<file path="src/rtl/ysyx_23060240_trap_seq.sv">
// Trap sequencer: turns a retiring ECALL/MRET into an ordered CSR access sequence
// and a PC redirect, forwarding ordinary CSR instruction requests while idle.
module ysyx_23060240_trap_seq #(
    parameter logic [31:0] MCAUSE_ECALL = 32'hb,
    parameter int          CNT_W        = 16
) (
    input  logic             clk,
    input  logic             rst,
    input  logic             inst_valid,
    input  logic [31:0]      pc,
    input  logic             jump_ecall,
    input  logic             jump_mret,
    input  logic [11:0]      inst_csr_addr,
    input  logic [31:0]      inst_csr_wdata,
    input  logic             inst_csr_wen,
    input  logic             inst_csr_ren,
    input  logic [31:0]      csr_rdata,
    output logic [11:0]      csr_addr,
    output logic [31:0]      csr_wdata,
    output logic             csr_wen,
    output logic             csr_ren,
    output logic             trap_stall,
    output logic             redirect_valid,
    output logic [31:0]      redirect_pc,
    output logic [CNT_W-1:0] trap_cnt
);

    typedef enum logic [2:0] {
        S_IDLE,
        S_E_EPC,
        S_E_CAUSE,
        S_E_VEC,
        S_M_EPC
    } state_t;

    localparam logic [11:0] CSR_MTVEC  = 12'h305;
    localparam logic [11:0] CSR_MEPC   = 12'h341;
    localparam logic [11:0] CSR_MCAUSE = 12'h342;

    state_t      state;
    logic [31:0] pc_q;
    logic        accept;

    // A trap is taken only from IDLE; reset in the same cycle wins.
    assign accept = (state == S_IDLE) && inst_valid && (jump_ecall || jump_mret) && !rst;

    always_ff @(posedge clk) begin
        if (rst) begin
            state    <= S_IDLE;
            pc_q     <= 32'h0;
            trap_cnt <= '0;
        end else begin
            case (state)
                S_IDLE: begin
                    if (accept) begin
                        pc_q <= pc;
                        if (jump_ecall) begin
                            state <= S_E_EPC;
                            if (trap_cnt != {CNT_W{1'b1}}) begin
                                trap_cnt <= trap_cnt + CNT_W'(1);
                            end
                        end else begin
                            state <= S_M_EPC;
                        end
                    end
                end
                S_E_EPC:   state <= S_E_CAUSE;
                S_E_CAUSE: state <= S_E_VEC;
                S_E_VEC:   state <= S_IDLE;
                S_M_EPC:   state <= S_IDLE;
                default:   state <= S_IDLE;
            endcase
        end
    end

    // Reset forces every output idle so a sequence cut short issues no further access.
    always_comb begin
        csr_addr       = 12'h0;
        csr_wdata      = 32'h0;
        csr_wen        = 1'b0;
        csr_ren        = 1'b0;
        trap_stall     = 1'b0;
        redirect_valid = 1'b0;
        redirect_pc    = 32'h0;
        if (!rst) begin
            case (state)
                S_IDLE: begin
                    csr_addr  = inst_csr_addr;
                    csr_wdata = inst_csr_wdata;
                    if (accept) begin
                        trap_stall = 1'b1;
                    end else begin
                        csr_wen = inst_csr_wen;
                        csr_ren = inst_csr_ren;
                    end
                end
                S_E_EPC: begin
                    csr_addr   = CSR_MEPC;
                    csr_wdata  = pc_q;
                    csr_wen    = 1'b1;
                    trap_stall = 1'b1;
                end
                S_E_CAUSE: begin
                    csr_addr   = CSR_MCAUSE;
                    csr_wdata  = MCAUSE_ECALL;
                    csr_wen    = 1'b1;
                    trap_stall = 1'b1;
                end
                S_E_VEC: begin
                    csr_addr       = CSR_MTVEC;
                    csr_ren        = 1'b1;
                    trap_stall     = 1'b1;
                    redirect_valid = 1'b1;
                    redirect_pc    = {csr_rdata[31:2], 2'b00};
                end
                S_M_EPC: begin
                    csr_addr       = CSR_MEPC;
                    csr_ren        = 1'b1;
                    trap_stall     = 1'b1;
                    redirect_valid = 1'b1;
                    redirect_pc    = csr_rdata;
                end
                default: begin
                    csr_addr = 12'h0;
                end
            endcase
        end
    end

endmodule

</file>
<file path="config.mk">
export PLATFORM = sky130hd
export DESIGN_NAME = ysyx_23060240_trap_seq
export DESIGN_NICKNAME = d
export VERILOG_FILES = /design/src/rtl/ysyx_23060240_trap_seq.sv
export SDC_FILE = /design/constraint.sdc
export NUM_CORES = 1
export LEC_CHECK = 0
export ABC_AREA = 1
export CELL_PAD_IN_SITES_DETAIL_PLACEMENT = 1
export CELL_PAD_IN_SITES_GLOBAL_PLACEMENT = 2
export CORE_MARGIN = 1.5
export CORE_UTILIZATION = 16
export CTS_BUF_LIST = sky130_fd_sc_hd__clkbuf_8
export DETAILED_ROUTE_END_ITERATION = 7
export PLACE_DENSITY_LB_ADDON = 0.1
export SETUP_SLACK_MARGIN = 0.1
export SYNTH_ARGS = -nofsm -noshare
export SYNTH_HDL_FRONTEND = slang
export SYNTH_SLANG_ARGS = --single-unit
</file>
<file path="constraint.sdc">
create_clock -name clk -period 1.9 [get_ports clk]
set_input_delay 0.285 -clock clk [delete_from_list [all_inputs] [get_ports clk]]
set_output_delay 0.285 -clock clk [all_outputs]
set_load 0.005 [all_outputs]
</file>
# --- Word-level counts from Yosys, hierarchy flattened ---
# Index checks and enable logic that the tools add are counted.
totals:
  input_bits: 115
  ff_bits: 51
  elab_cells: 42
  out_inout_bits: 96
classes:
  reduce_logical: 12
  add_sub_neg: 1
  eq_ne: 6
  muxes: 20
ops:
  columns: ["op", "count"]
  rows:
  - ["$pmux W32 S3", 1]
  - ["$mux W32", 2]
  - ["$pmux W32 S2", 1]
  - ["$pmux W12 S4", 1]
  - ["$add A16 B1 Y16 const B", 1]
  - ["$ne A16 B16 Y1 const B", 1]
  - ["$mux W12", 1]
  - ["$pmux W3 S3", 1]
  - ["$mux W1", 8]
  - ["$eq A3 B2 Y1 const B", 2]
  - ["$mux W3", 2]
  - ["$pmux W1 S2", 3]
  - ["$reduce_or A2 Y1", 3]
  - ["$reduce_and A4 Y1", 1]
  - ["$reduce_or A4 Y1", 1]
  - ["$eq A3 B1 Y1 const B", 1]
  - ["$eq A3 B3 Y1 const B", 1]
  - ["$logic_and A1 B1 Y1", 3]
  - ["$logic_not A3 Y1", 1]
  - ["$ne A2 B2 Y1 const B", 1]
  - ["$reduce_and A2 Y1", 1]
  - ["$logic_not A1 Y1", 1]
  - ["$logic_or A1 B1 Y1", 1]

# --- Longest topological paths before layout ---
logic_depth:
  word_depth: 7
  mapped_depth: 10
  depth_no_buf: 9

# --- Least setup slack after synthesis ---
# OpenSTA, ideal clock, no wires.
synth_timing:
  path_kind: "reg2reg"
  startpoint: "reg trap_cnt[0]"
  endpoint: "reg trap_cnt[9]"
  setup_time_ns: 0.115
  setup_slack_ns: 0.439
  arrival_time_ns: 1.346
  n_path_buf: 0
  path_stages_with_launch: 9
  synth_period_minus_slack_ns: 1.461
  t_required_ns: 1.785
  path_cell_list: "dfxtp_1 > ha_1 > nand3_1 > nor2_4 > nand2_2 > nor2_2 > inv_1 > a21oi_1 > nor2_1"
synth_via:
  elab_chain_len: 2
  elab_cells_between_ends: 3
  cone_classes: "1 x add/sub; 1 x eq/ne; 1 x reduce/logical"
synth_lines:
  columns: ["item", "line_no", "rtl"]
  rows:
  - ["from (decl)", "25", "output logic [CNT_W-1:0] trap_cnt"]
  - ["from (signal assigned)", "60", "trap_cnt <= trap_cnt + CNT_W'(1);"]
  - ["branches (longest 2 deep; another with $add A16 B1 Y16)", null, null]
# Parallel ways; which one is timed is not known.
# A chain may end at the register's enable or synchronous reset.

# --- Worst setup path in the final report ---
layout_timing:
  startpoint: "reg state[2]"
  endpoint: "out csr_wdata[6]"
layout_via:
  elab_chain_len: 3
  elab_cells_between_ends: 5
  cone_classes: "2 x eq/ne; 2 x mux; 1 x reduce/logical"
layout_lines:
  columns: ["item", "line_no", "rtl"]
  rows:
  - ["from (decl)", "40", "state_t state;"]
  - ["from (signal assigned)", "49", "state <= S_IDLE;"]
  - ["from (signal assigned)", "58", "state <= S_E_EPC;"]
  - ["from (signal assigned)", "63", "state <= S_M_EPC;"]
  - ["$eq A3 B2 Y1, or another cell as far along", "86", "case (state)"]
  - ["$pmux W32 S3 *", "86", null]
  - ["$mux W32 *", "85", "if (!rst) begin"]
  - ["to (decl)", "19", "output logic [31:0] csr_wdata,"]
# Mark *: on every way between the ends. The rest lies on a longest branch, timed or not.

==> impl_metrics.yaml <==
drt:
  ant_nets: 0
  vias_per_cell: 4.03
  routedWlPerCell_um: 14.9
  remaining_drc_errors: 0
  drt_pass1_iterations: 4
  routed_wirelength_um: 15900
  drt_iter0_drc: 77
  vias: 4271
global_routing:
  antenna_found_initial: 0
  overflow: 0
  grtUsageTotal: 0.155
  grt_pass1_vias: 4491
  grt_max_degree: 46
  grt_pass1_wl_um: 24200
critical_path:
  worst-r2r-cell-count: 10
  slowest_delay_ps: 340
  cp-start-kind: "flip-flop"
  crit_path_frequent_cell: "buf_12"
  crit_type: "reg -> out"
  critical_path_required_ps: 1620
  critPathMaxFanout: 6
  endpoint_kind: "output pin"
  worstPathArrival_ps: 1710
  cp_cell_sequence: "buf_4, nor2_4, buf_6, buf_12, buf_8, buf_12, nand2_1, a21oi_1, buf_2"
  crit_slowest_cell: "dfxtp_2"
logic_synthesis:
  yosysWarnings: 0
  synthCells: 532
  ys_types: 24
  synthFlopType: "dfxtp_1"
  syn_nets: 648
  synth_edf_count: 0
  syn_area_per_cell_um2: 5.83
  ys_seq_area_frac: 0.329
  syn_area_um2: 3100
  synth-seq-cells: 51
  ys_async_sr_fraction: 0
sta:
  setup-tns-final_ps: -1850
  slew_viol_final: 0
  hold_viol: 0
  maxSlewHeadroom: 0.788
  post-route-period-util: 1.05
  rsz0062_at_grt: "yes"
  skew_ps: 9.77
  tightest_slew_ps: 318
  setup_slack_ps: -92.4
  min_period_ps: 1990
  holdWs_ps: 427
  setup_viol: 51
  fmax_ghz: 0.502
clocking:
  cts_tree: "done"
  cts_sinks: 51
  cts.htree.levels: 2
  postCtsHoldBufs: 0
  cts_buffers: 5
  root_buffer: "clkbuf_8"
  clockBufferDepth: 2
  clk_latency_ps: 340
  clk_pin_slew_worst_paths_ps: 100
placed_design:
  post_dp_cell_area_um2: 5760
  dp_hpwl_um: 11200
  portBuffers: 210
  gp_congestion: 0.725
layout:
  final_common_cell: "clkdlybuf4s50_1"
  insertedDiodeCount: 0
  fill_cells: 2396
  final_cell_mix: "130 x clkdlybuf4s50_1, 114 x nand2_1, 111 x nor2_1, 73 x buf_2, 56 x inv_1"
  layout-drive-gt1-share: 0.300
  fin_area_um2: 6420
  area_growth_pct: 107
  layout.nets: 916
die:
  dieArea_um2: 20200
  fp.dieH_um: 142
  die_w_um: 142
  fp-row-count: 50
  core-area_um2: 18900
  initial_core_util: 0.164
  boundaryPins: 211
flow_run:
  maxCapViolCount: 0
power_and_ir_drop:
  p_leak_nw: 2.91
  ir_worst_vdd_uv: 458
  p_total_mw: 3.48
  p_per_area_nw_per_um2: 542
worst_hold_path:
  hold_class: "in -> reg"
  min_path_cells: 3
status:
  failed_checks: "setup timing"
  outcome: "finished with violations"
critical path, delay by kind of cell (launching register included):
| family | cells | cell delay (ps) |
|---|---|---|
| AOI/OAI and AO/OA | 1 | 120 |
| and+or+nand+nor | 2 | 190 |
| buffers and inverters | 6 | 730 |
| DFF | 1 | 340 |
cell usage after synthesis, types with 2 or more instances:
master      n  share of area
o21ai_0    33          0.053
a21oi_1    47          0.076
xor2_1      4          0.011
nor2_2      4         0.0081
a211oi_1    2         0.0048
nand4_1     3         0.0060
inv_1      60          0.073
inv_2       3         0.0036
nor2_4      2         0.0073
nand2_2     4         0.0081
nand3_1    16          0.026
buf_2      11          0.018
dfxtp_1    51           0.33
buf_4       5          0.012
nand2_1   127           0.15
xnor2_1     2         0.0056
clkbuf_1   10          0.012
o21ai_1     3         0.0048
nor3_1      4         0.0065
nor2_1    137           0.17
per-stage QoR:
step | utilization | setup slack (ps) | instances
final | 0.340 | -92.4 | 1061
after detailed placement | 0.305 | -412 | 1012
after CTS | 0.327 | -145 | 1054
after global placement | 0.305 | -347 | 1012
after floorplan | - | 439 | 532
after global routing | 0.340 | -198 | 1061
final cells by class:
type	count	area [um2]	share of cell area
clock buffers	5	68.8	0.0107
clock inverters	3	71.3	0.0111
inverters	63	244	0.0380
multi-input cells	391	2010	0.313
flip-flops and latches	51	1030	0.161
well taps	260	325	0.0507
repair buffers	288	2670	0.416
per-layer routing:
layer  up-vias  GRT usage  share of wire
li1       2173          -              -
met1      1989      0.184           0.42
met2       101      0.287           0.53
met3         8     0.0336          0.049
met4         0     0.0271         0.0074
met5         -          0              0
kinds of logic after synthesis:
logic type | synth area share
and+or+nand+nor | 0.387
buffers and inverters | 0.119
AOI/OAI and AO/OA | 0.144
DFF | 0.329
xor gates and xnor gates | 0.0169
adders and majority gates | 0.00403
where the power goes:
group	switching, mW	total, mW	internal [mW]
Clock	0.436	0.971	0.535
Sequential	0.0389	1.17	1.13
Combinational	0.579	1.34	0.757
Total	1.05	3.48	2.42
what timing repair did:
action	4_1_cts	5_1_grt
pin swaps	10	13
resized for setup	393	36
setup endpoints to repair	80	125
buffers inserted	27	6
cloned	7	1
final timing paths:
path,startpoint,to,slack [ps]
setup / recovery,state[2],csr_wdata[6],-90
hold / removal,rst,trap_cnt[12],430
setup reg to reg,state[2],pc_q[24],230
hold reg to reg,pc_q[4],pc_q[4],500
registers in the layout, summed over array words and instances (netlist names):
name / flops
pc_q: 32
trap_cnt: 16
state: 3
Note: power is estimated with default switching activity, not from simulation.
